$ cat src/rtl/fetch_ctrl.sv
// Program counter and control-flow stage: PC, branch-target table, carry flag
// and a start/run/done sequencer for the 8-bit datapath.
module fetch_ctrl #(
  parameter int unsigned PC_W   = 10,
  parameter int unsigned LUT_AW = 4
) (
  input  logic              clk,
  input  logic              reset,
  input  logic              start,
  input  logic              halt,
  input  logic              stall,
  input  logic              jump_en,
  input  logic              branch_en,
  input  logic              branch_flag,
  input  logic [LUT_AW-1:0] tgt_idx,
  input  logic              lut_we,
  input  logic [LUT_AW-1:0] lut_waddr,
  input  logic [PC_W-1:0]   lut_wdata,
  input  logic              carry_we,
  input  logic              carry_d,
  output logic              carry_q,
  output logic [PC_W-1:0]   pc,
  output logic              running,
  output logic              done
);

  localparam int unsigned   DEPTH  = 1 << LUT_AW;
  localparam logic [PC_W-1:0] PC_MAX = '1;

  typedef enum logic [1:0] {
    S_IDLE,
    S_RUN,
    S_DONE
  } state_t;

  state_t          state;
  state_t          state_next;
  logic [PC_W-1:0] pc_next;
  logic            carry_next;
  logic [PC_W-1:0] tgt_c;
  logic [PC_W-1:0] lut_mem [DEPTH];

  // Table read sees pre-write contents, so a same-index write lands next cycle.
  assign tgt_c = lut_mem[tgt_idx];

  always_comb begin
    state_next = state;
    pc_next    = pc;
    carry_next = carry_q;

    if (carry_we && !stall) begin
      carry_next = carry_d;
    end

    case (state)
      S_IDLE, S_DONE: begin
        if (start) begin
          state_next = S_RUN;
          pc_next    = '0;
        end
      end
      S_RUN: begin
        if (!stall) begin
          if (halt) begin
            state_next = S_DONE;
          end else if (jump_en || (branch_en && branch_flag)) begin
            pc_next = tgt_c;
          end else if (pc == PC_MAX) begin
            // Runaway end: stop rather than wrap back to 0.
            state_next = S_DONE;
          end else begin
            pc_next = pc + PC_W'(1);
          end
        end
      end
      default: begin
        state_next = S_IDLE;
      end
    endcase
  end

  always_ff @(posedge clk) begin
    if (reset) begin
      state   <= S_IDLE;
      pc      <= '0;
      carry_q <= 1'b0;
      running <= 1'b0;
      done    <= 1'b0;
      for (int i = 0; i < int'(DEPTH); i++) begin
        lut_mem[i] <= '0;
      end
    end else begin
      state   <= state_next;
      pc      <= pc_next;
      carry_q <= carry_next;
      running <= (state_next == S_RUN);
      done    <= (state_next == S_DONE);
      if (lut_we) begin
        lut_mem[lut_waddr] <= lut_wdata;
      end
    end
  end

endmodule

$ cat config.mk
export PLATFORM = sky130hd
export DESIGN_NAME = fetch_ctrl
export DESIGN_NICKNAME = d
export VERILOG_FILES = /design/src/rtl/fetch_ctrl.sv
export SDC_FILE = /design/constraint.sdc
export NUM_CORES = 1
export LEC_CHECK = 0
export CORE_ASPECT_RATIO = 1.4
export CORE_MARGIN = 2
export CORE_UTILIZATION = 27
export DETAILED_ROUTE_END_ITERATION = 7
export GPL_ROUTABILITY_DRIVEN = 1
export PLACE_DENSITY = 0.49
export SLEW_MARGIN = 20
export SYNTH_ARGS = -nofsm -noshare
export SYNTH_HDL_FRONTEND = slang
export SYNTH_SLANG_ARGS = --single-unit
$ cat constraint.sdc
create_clock -name clk -period 1.9 [get_ports clk]
set_clock_uncertainty 0.05 [all_clocks]
set_input_delay 0.19 -clock clk [delete_from_list [all_inputs] [get_ports clk]]
set_output_delay 0.19 -clock clk [all_outputs]
set_load 0.03 [all_outputs]
Word level (Yosys, flattened, before mapping)
Memories as Yosys holds them, arrays and structs flattened.
Cells that the tools add are included.
Storage, ports and cells
  ROM bits: 0
  memories: 1
  latch bits: 0
  output and inout port bits: 13
  input port bits: 29
  memory bits (writable): 160
  flip-flop bits (word level): 15
  word-level logic and storage cells: 45
Operators by class
  multiply operators: 0
  add/subtract/negate cells: 1
  div/mod/pow operators: 0
  shift-type cells: 0
  reduce and logical (&&, ||, !) cells: 9
  bitwise operators: 0
  magnitude comparators: 0
  muxes and demuxes: 20
  eq/ne operators: 9
Memories
  lut_mem: depth 16, width 10, rd ports 1, clocked after Yosys merged registers in 0, wr ports 16, RTL line 41  | logic [PC_W-1:0] lut_mem [DEPTH];
Operators by type and width (count)
  $mux W10: 6
  $pmux W10 S2: 1
  $add A10 B1 Y10 const B: 1
  $eq A10 B10 Y1 const B: 1
  $mux W2: 5
  $reduce_or A10 Y1: 1
  $mux W1: 6
  $ne A2 B2 Y1 const B: 3
  $reduce_and A5 Y1: 1
  $eq A2 B1 Y1 const B: 2
  $eq A2 B2 Y1 const B: 2
  $mux W4: 1
  $pmux W2 S2: 1
  $ne A3 B3 Y1 const B: 1
  $logic_and A1 B1 Y1: 2
  $logic_not A2 Y1: 1
  $reduce_bool A2 Y1: 1
  $reduce_or A2 Y1: 1
  $logic_not A1 Y1: 1
  $logic_or A1 B1 Y1: 1

Logic depth before layout (Yosys ltp)
Gate-level depths: netlist of the first run.
  depth in word-level cells: 7
  depth in mapped cells: 8
  gate-level depth less buffers: 6

Worst setup path before layout of the first run
OpenSTA, ideal clock, no wires.
  path kind: flip-flop to flip-flop
  start: reg pc[0]
  end: reg pc[5]
  data arrival time: 1956 ps
  path buffers: 1
  library setup time: 79 ps
  slack: -185 ps
  stages on the path, launching flop included: 8
  data required time: 1771 ps
  cells stage by stage: dfxtp_1 ha_1 and4_1 and3_1 or2_1 buf_6 or4_4 o221ai_2
Between the ends
  word-level cells in the longest chain between the ends: 6
RTL lines
  start, declared: RTL line 22  | output logic [PC_W-1:0] pc,
  start signal, assigned: RTL line 94  | pc <= pc_next;
  $add A10 B1 Y10: RTL line 72  | pc_next = pc + PC_W'(1);
  $mux W10: RTL line 68  | end else if (pc == PC_MAX) begin
  $mux W10: RTL line 66  | end else if (jump_en || (branch_en && branch_flag)) begin
  $mux W10: RTL line 64  | if (halt) begin
  $mux W10: RTL line 63  | if (!stall) begin
  $pmux W10 S2: RTL line 55  | case (state)
Parallel ways exist; a longest one is shown, timed or not. The select of a mux whose other input is x is not followed.
A chain may end at the register's enable or synchronous reset.

Final worst setup path of the first run
  start: reg pc[4]
  end: out pc[4]
No word-level cell between the ends.

==> impl_metrics.env, run 1 <==
export IMPL_status="finished, final reports clean"
export IMPL_synthFlopType="edfxtp_1"
export IMPL_wl_met2_um=12000
export IMPL_critical_path_class="reg2out"
export IMPL_drv_cap=0
export IMPL_core_area_mm2=0.0301
export IMPL_post_drt_wl_per_cell_um=20.5
export IMPL_ys_ff_latch=175
export IMPL_grt_max_degree=18
export IMPL_gp_congestion=0.828
export IMPL_synth_commonest_cells="and2_1 (161), edfxtp_1 (160), clkbuf_1 (33)"
export IMPL_cts_tree="built"
export IMPL_utilization=0.350
export IMPL_max_vdd_ir_drop_mv=0.468
export IMPL_portBuffers=41
export IMPL_max_freq_ghz=0.539
export IMPL_io_pins=42
export IMPL_fin_crit_sh=0.976
export IMPL_ys_types=50
export IMPL_slowest_delay_ns=0.67
export IMPL_crit_family="buffers and inverters"
export IMPL_wl_met1_um=9140
export IMPL_place_ws_ns=-0.324
export IMPL_end_kind="output port"
export IMPL_slew_headroom=0.577
export IMPL_p_per_area_mw_per_mm2=837
export IMPL_met3_length_um=1040
export IMPL_syn_inst=599
export IMPL_overflow=0
export IMPL_routed_wl_um=22900
export IMPL_worstPathCellList="buf_4, clkdlybuf4s50_1"
export IMPL_grt_pass1_wl_um=34300
export IMPL_whs_ns=0.317
export IMPL_worstPathMaxFanout=6
export IMPL_hold_buffers=0
export IMPL_start_util=0.275
export IMPL_min_path_type="in2reg"
export IMPL_place_area_mm2=0.00992
export IMPL_multiInputGateArea_mm2=0.00295
export IMPL_synth_edf_count=160
export IMPL_layout_drive_gt1_share=0.269
export IMPL_die_area_mm2=0.0321
export IMPL_dp_hpwl_um=16500
export IMPL_leakage_uw=0.00389
export IMPL_grt_pass1_vias=5473
export IMPL_arrival_ns=1.61
export IMPL_synthArstFlopShare=0
export IMPL_die_x_um=152
export IMPL_critPathLaunchType="flop"
export IMPL_worstPathRequired_ns=1.66
export IMPL_clk_pin_slew_ns=0.07
export IMPL_root_buffer="clkbuf_16"
export IMPL_regArea_mm2=0.00511
export IMPL_seq_area_frac_synth=0.616
export IMPL_slew_viol_final=0
export IMPL_post_synth_top_area_cell="edfxtp_1"
export IMPL_clock_path_buffers=2
export IMPL_worst_pin_slew_ns=0.633
export IMPL_yosys_warnings=0
export IMPL_drtIter0Drc=313
export IMPL_finalPower_uw=8820
export IMPL_via_per_inst=4.64
export IMPL_syn_to_final_growth_pct=27.0
export IMPL_htreeDepth=4
export IMPL_clock_sinks=175
export IMPL_nFillCells=2926
export IMPL_synth_net_count=629
export IMPL_track_usage=0.148
export IMPL_avgSynthCellArea_um2=13.8
export IMPL_highest_signal_layer="met4"
export IMPL_setup_violations=0
export IMPL_fp_dieH_um=211
export IMPL_drcViolationCount=0
export IMPL_final_cell_area_mm2=0.0105
export IMPL_layout_nets=749
export IMPL_first_pass_iters=5
export IMPL_crit_buf_inv=2
export IMPL_yosysMostFrequentCell="and2_1"
export IMPL_cpMaxStageDelayCell="clkdlybuf4s50_1"
export IMPL_hold_viol=0
export IMPL_ant_nets=0
export IMPL_synth_area_leaders="edfxtp_1 (58%), and2_1 (12%), mux4_2 (7.6%), dfxtp_1 (3.6%), mux2i_1 (3.5%)"
export IMPL_yosys_area_top_type_share=0.580
export IMPL_period_needed_ns=1.85
export IMPL_cts_buffers=17
export IMPL_n_antenna_cell=0
export IMPL_fin_ws_ns=0.0456
export IMPL_antenna_found_initial=0
export IMPL_vias=5179
export IMPL_synthesis_area_mm2=0.00829
export IMPL_rows=75
export IMPL_clkLatencyLatePin_ns=0.45
logic make-up after synthesis:
| logic type | after synthesis | share of synthesized area |
|---|---|---|
| buf+inv | 53 | 0.0315 |
| flops | 175 | 0.616 |
| fa+ha+maj | 1 | 0.00151 |
| mux | 58 | 0.112 |
| simple gates | 257 | 0.187 |
| compound gates | 54 | 0.0507 |
| xor+xnor | 1 | 0.00106 |
timing repair:
item,in CTS,in global routing
endpoints found under the setup margin,0,5
gates resized for setup,0,6
setup buffers,0,1
per-layer routing:
metal | GRT usage | vias up
li1 | - | 2440
met1 | 0.167 | 2583
met2 | 0.265 | 130
met3 | 0.0352 | 26
met4 | 0.0651 | 0
met5 | 0 | -
metrics by stage:
step	setup TNS [ns]	cells
floorplan	0	599
global placement	-28.48	1084
detailed placement	-29.64	1084
CTS	0	1116
global route	-0.0235	1117
finish	0	1117
flip-flops by register name, summed over array words and instances (netlist names):
name and count:
pc 10, done 1, lut_mem 160, state 2
carry_q 1, running 1
tightest hold or removal path, delay by kind of cell:
family	cells	cell delay (ns)
and+or+nand+nor	1	0.05
muxes	1	0.13
buffers and inverters	1	0.40
path summary, 6_finish.rpt:
path | from | to | slack [ns] | depth (start not counted)
hold reg to reg | carry_q$_SDFFE_PP0P_ | carry_q$_SDFFE_PP0P_ | 0.45 | 2
setup / recovery | pc[4]$_SDFFE_PP0P_ | pc[4] | 0.05 | 2
setup reg to reg | lut_mem[0][9]$_SDFFCE_PN0P_ | pc[9]$_SDFFE_PP0P_ | 0.05 | 6
hold / removal | carry_d | carry_q$_SDFFE_PP0P_ | 0.32 | 3
cell usage in the layout (no fill, tap or decap), types with 3 or more instances in the layout:
master and instances:
a221oi_1 13, clkbuf_16 19, dfxtp_1 13, mux4_2 28, mux2i_1 28, buf_12 14, a221o_1 4, a211o_1 5
a21oi_1 12, nor3_1 10, nor2_1 24, edfxtp_1 160, inv_1 6, nand2_1 8, nor2b_1 8, nand3_1 5
or2_2 16, nor4_1 3, clkbuf_8 4, and2_1 161, nand2b_1 6, o21bai_1 6, clkdlybuf4s50_1 38, clkinv_2 5
buf_4 91
power breakdown:
group | switching (uW) | internal, uW | total (uW)
Combinational | 486 | 442 | 928
Sequential | 64.1 | 4400 | 4470
Clock | 1460 | 1960 | 3420
Total | 2010 | 6800 | 8820
layout make-up:
cell class	count	share of cell area
Clock inverter	8	0.00440
Inverter	8	0.00285
Clock buffer	24	0.0507
Multi-Input combinational cell	371	0.280
Sequential cell	175	0.486
Timing Repair Buffer	146	0.130
Tap cell	385	0.0458
No activity file was read; power rests on OpenSTA's default activity.
==> run 2: changes to the inputs <==
- SLEW_MARGIN: 20 -> unset
==> results of run 2 <==
No change in the layout: final DEF, timing and power equal those of run 1.
==> run 3: changes to the inputs <==
- PLACE_DENSITY: 0.49 -> 0.47
- clock period: 1.9 -> 1.8 ns (I/O delays scaled with it)
==> impl_metrics.env, run 3 (same netlist as run 1, synthesis figures left out) <==
export IMPL_status="finished, final reports clean"
export IMPL_end_kind="flop"
export IMPL_root_buffer="clkbuf_16"
export IMPL_critical_path_class="reg2reg"
export IMPL_leakage_uw=0.00394
export IMPL_setup_violations=0
export IMPL_fin_crit_sh=0.978
export IMPL_layout_drive_gt1_share=0.297
export IMPL_arrival_ns=2.02
export IMPL_hold_viol=0
export IMPL_regMostFlops="lut_mem"
export IMPL_top_regs="lut_mem x160, pc x10, state x2"
export IMPL_final_cell_area_mm2=0.0107
export IMPL_via_per_inst=4.59
export IMPL_p_per_area_mw_per_mm2=863
export IMPL_rows=75
export IMPL_nFillCells=2869
export IMPL_multiInputGateArea_mm2=0.00307
export IMPL_layout_nets=752
export IMPL_critPathLaunchType="flop"
export IMPL_post_drt_wl_per_cell_um=20.1
export IMPL_drcViolationCount=0
export IMPL_final_cell_mix="and2_1 (160), edfxtp_1 (160), buf_4 (90)"
export IMPL_overflow=0
export IMPL_syn_to_final_growth_pct=28.6
export IMPL_die_area_mm2=0.0321
export IMPL_cts_buffers=17
export IMPL_drv_cap=0
export IMPL_drtIter0Drc=360
export IMPL_min_path_type="in2reg"
export IMPL_n_antenna_cell=0
export IMPL_dp_hpwl_um=16300
export IMPL_cts_tree="built"
export IMPL_slew_viol_final=0
export IMPL_worstPathRequired_ns=2.06
export IMPL_rsz0062_at_grt="true"
export IMPL_antenna_found_initial=0
export IMPL_clock_path_buffers=2
export IMPL_vias=5143
export IMPL_regArea_mm2=0.00511
export IMPL_clk_pin_slew_ns=0.07
export IMPL_grt_pass1_wl_um=33900
export IMPL_portBuffers=41
export IMPL_htreeDepth=4
export IMPL_core_area_mm2=0.0301
export IMPL_fp_dieH_um=211
export IMPL_routed_wl_um=22500
export IMPL_place_area_mm2=0.00996
export IMPL_worstPathMaxFanout=1
export IMPL_largest_register_ffs=160
export IMPL_max_vdd_ir_drop_mv=0.447
export IMPL_period_needed_ns=1.76
export IMPL_clock_sinks=175
export IMPL_grt_max_degree=18
export IMPL_die_x_um=152
export IMPL_gp_congestion=0.816
export IMPL_hold_buffers=0
export IMPL_first_pass_iters=4
export IMPL_start_util=0.275
export IMPL_grt_pass1_vias=5426
export IMPL_max_freq_ghz=0.568
export IMPL_worst_pin_slew_ns=0.434
export IMPL_io_pins=42
export IMPL_clkLatencyLatePin_ns=0.43
export IMPL_finalPower_uw=9200
export IMPL_slew_headroom=0.711
export IMPL_ant_nets=0
export IMPL_track_usage=0.144
[run 3: cell types whose count changed in the layout (fill, tap and decap cells not counted), sizes merged]
cell / change
dlygate4sd2: +9
clkdlybuf4s50: -8
clkbuf: -5
buf: +3
clkinvlp: +3
bufinv: +1
dlymetal6s2s: -1
inv: +1
[run 3: critical path, cell delays in order (launching register included)]
cell and delay [ns]:
edfxtp_1 0.37, mux4_2 0.53, mux4_2 0.52, clkinv_1 0.08
o221ai_2 0.09
[run 3: repair_timing]
action	CTS	global route
gates cloned	0	0
endpoints found under the hold margin	0	0
pin swaps	2	6
resized for setup	21	16
endpoints found under the setup margin	20	9
buffers inserted	2	2
[run 3: report_power, final]
group | switching [uW] | internal (uW) | total [uW]
Combinational | 524 | 483 | 1010
Sequential | 62.4 | 4640 | 4710
Clock | 1580 | 1910 | 3490
Total | 2160 | 7040 | 9200
[run 3: layout make-up]
type / count / share of cell area
Clock inverter: 13 / 0.0107
Timing Repair Buffer: 149 / 0.133
Inverter: 8 / 0.00282
Tap cell: 385 / 0.0452
Sequential cell: 175 / 0.480
Clock buffer: 19 / 0.0406
Multi-Input combinational cell: 371 / 0.288
[run 3: worst paths after layout]
path | from | endpoint | slack [ns] | cells past startpoint
worst max register to register | lut_mem[7][5]$_SDFFCE_PN0P_ | pc[5]$_SDFFE_PP0P_ | 0.04 | 4
worst min-delay path | carry_d | carry_q$_SDFFE_PP0P_ | 0.33 | 3
worst max-delay path | lut_mem[7][5]$_SDFFCE_PN0P_ | pc[5]$_SDFFE_PP0P_ | 0.04 | 4
worst min register to register | carry_q$_SDFFE_PP0P_ | carry_q$_SDFFE_PP0P_ | 0.44 | 2
[run 3: stage by stage]
step,TNS (ns),util,instances,hold slack [ns],worst slack (ns)
4_1_cts,0,0.351,1118,0.316,0.00182
3_5_place_dp,-42.42,0.331,1084,0.435,-0.530
6_report,0,0.354,1120,0.328,0.0388
5_1_grt,-0.0542,0.354,1120,0.375,-0.0199
2_1_floorplan,-0.100,-,599,0.277,-0.0938
3_3_place_gp,-35.98,0.331,1084,0.432,-0.531
[run 3: metal layers]
metal | wire (um) | track usage | vias to the layer above
met2 | 12100 | 0.266 | 85
met5 | 0 | 0 | -
met1 | 9360 | 0.170 | 2600
li1 | - | - | 2442
met3 | 575 | 0.0240 | 16
met4 | 387 | 0.0442 | 0
==> RTL edit: new RTL, settings of run 2 <==
`LUT_AW`: 4 -> 2.
--- a/src/rtl/fetch_ctrl.sv
+++ b/src/rtl/fetch_ctrl.sv
@@ -4,3 +4,3 @@
   parameter int unsigned PC_W   = 10,
-  parameter int unsigned LUT_AW = 4
+  parameter int unsigned LUT_AW = 2
 ) (
Ports: changed (resized lut_waddr and tgt_idx); port bits go from 42 to 38. The function was not compared with the original's and may differ.
==> RTL edit against run 2 <==
- total power fell by 70%
- first-iteration DRC count fell by 73%
- combinational power fell by 64%
- wire length fell by 72%
- count of clock-buffer cells in the layout fell by 18
- worst setup slack improved by 74 ps
- synthesized cell count fell by 64%
- register-to-register slack improved by 100 ps
- cell area fell by 66%
- sequential cell count fell by 120
- synthesized area fell by 67%
- critical endpoint is now pc[7]
==> RTL edit: results (changes against run 2) <==
Detailed Place HPWL=4720 um (-71%); DP Area=3390 sq um (-66%); vias in the first global route=1992 (-64%); f_max=0.562 GHz (+4.2%); # nets final=294 (-61%); GPL Wtd Cong=0.748 (-9.6%); Setup WS pre-CTS=-72.9 ps (+251 ps); maximum vdd drop=0.320 mV (-32%); layout cells sized above 1=19.0% (-8.0 points); global-route wire length before repair=10500 um (-69%); initial drt markers=86 (-73%); reg2reg end=pc[0]; Hold Path Class=reg -> reg; R2R depth=5 (-1); placed insts=396 (-63%); leakage=1.23 nW (-68%); drt pass-1 iters=4 (-1); Final Hold Slack=456 ps (+139 ps); number of synthesized flops with an enable pin=40 (-75%); Syn Inst Count=215 (-64%); status=finished clean; crit path max fanout=9 (+3); HP Start=carry_q; synthesized net count=241 (-62%); Max stage delay on crit path=730 ps (+60 ps); average wire per cell in the routed design=16.0 um (-22%)
## RTL edit: kinds of logic (layout without fill, tap and decap cells)
logic type	Yosys count	after routing	synth area share, %
AND/OR/NAND/NOR	99	99	24.3
adder cells (fa/ha/maj)	1	1	0.457
multiplexers	12	12	8.96
buffers and inverters	10	64	1.78
flip-flops	55	55	54.8
AO/OA/AOI/OAI	38	38	9.64
## RTL edit: cell type report
class	instances	area, sq um	area share [%]
multi-input cells	150	1190	33.7
well taps	135	169	4.77
inverters	2	7.51	0.212
clock inverters	2	16.3	0.460
clock buffers	6	129	3.64
flip-flops and latches	55	1500	42.4
repair buffers	54	523	14.8
## RTL edit: worst max-delay path by stage
stage / from / to
floorplan: pc[0] / pc[7]
global placement: halt / pc[3]
detailed placement: stall / pc[7]
CTS: state[0] / pc[7]
global route: pc[1] / pc[5]
finish: pc[7] / pc[7]
## RTL edit: layer usage
layer	global-route usage [%]	vias up	wire length, um
met5	0	-	0
met4	4.94	0	141
met3	2.40	10	173
met2	23.7	30	3410
met1	14.6	927	2720
li1	-	931	-
## RTL edit: power by group through the flow
stage	Clock (mW)	Sequential, mW	Combinational, mW
6_report	0.924	1.39	0.330
5_1_grt	1.00	1.40	0.360
4_1_cts	0.960	1.40	0.337
3_5_place_dp	0	1.42	0.336
3_3_place_gp	0	1.42	0.335
2_1_floorplan	0	1.43	0.160
## RTL edit: repair_timing
| item | 4_1_cts | 5_1_grt |
|---|---|---|
| setup buffers | 0 | 0 |
| endpoints found under the setup margin | 0 | 7 |
| resized for setup | 0 | 1 |
| hold buffers | 0 | 0 |
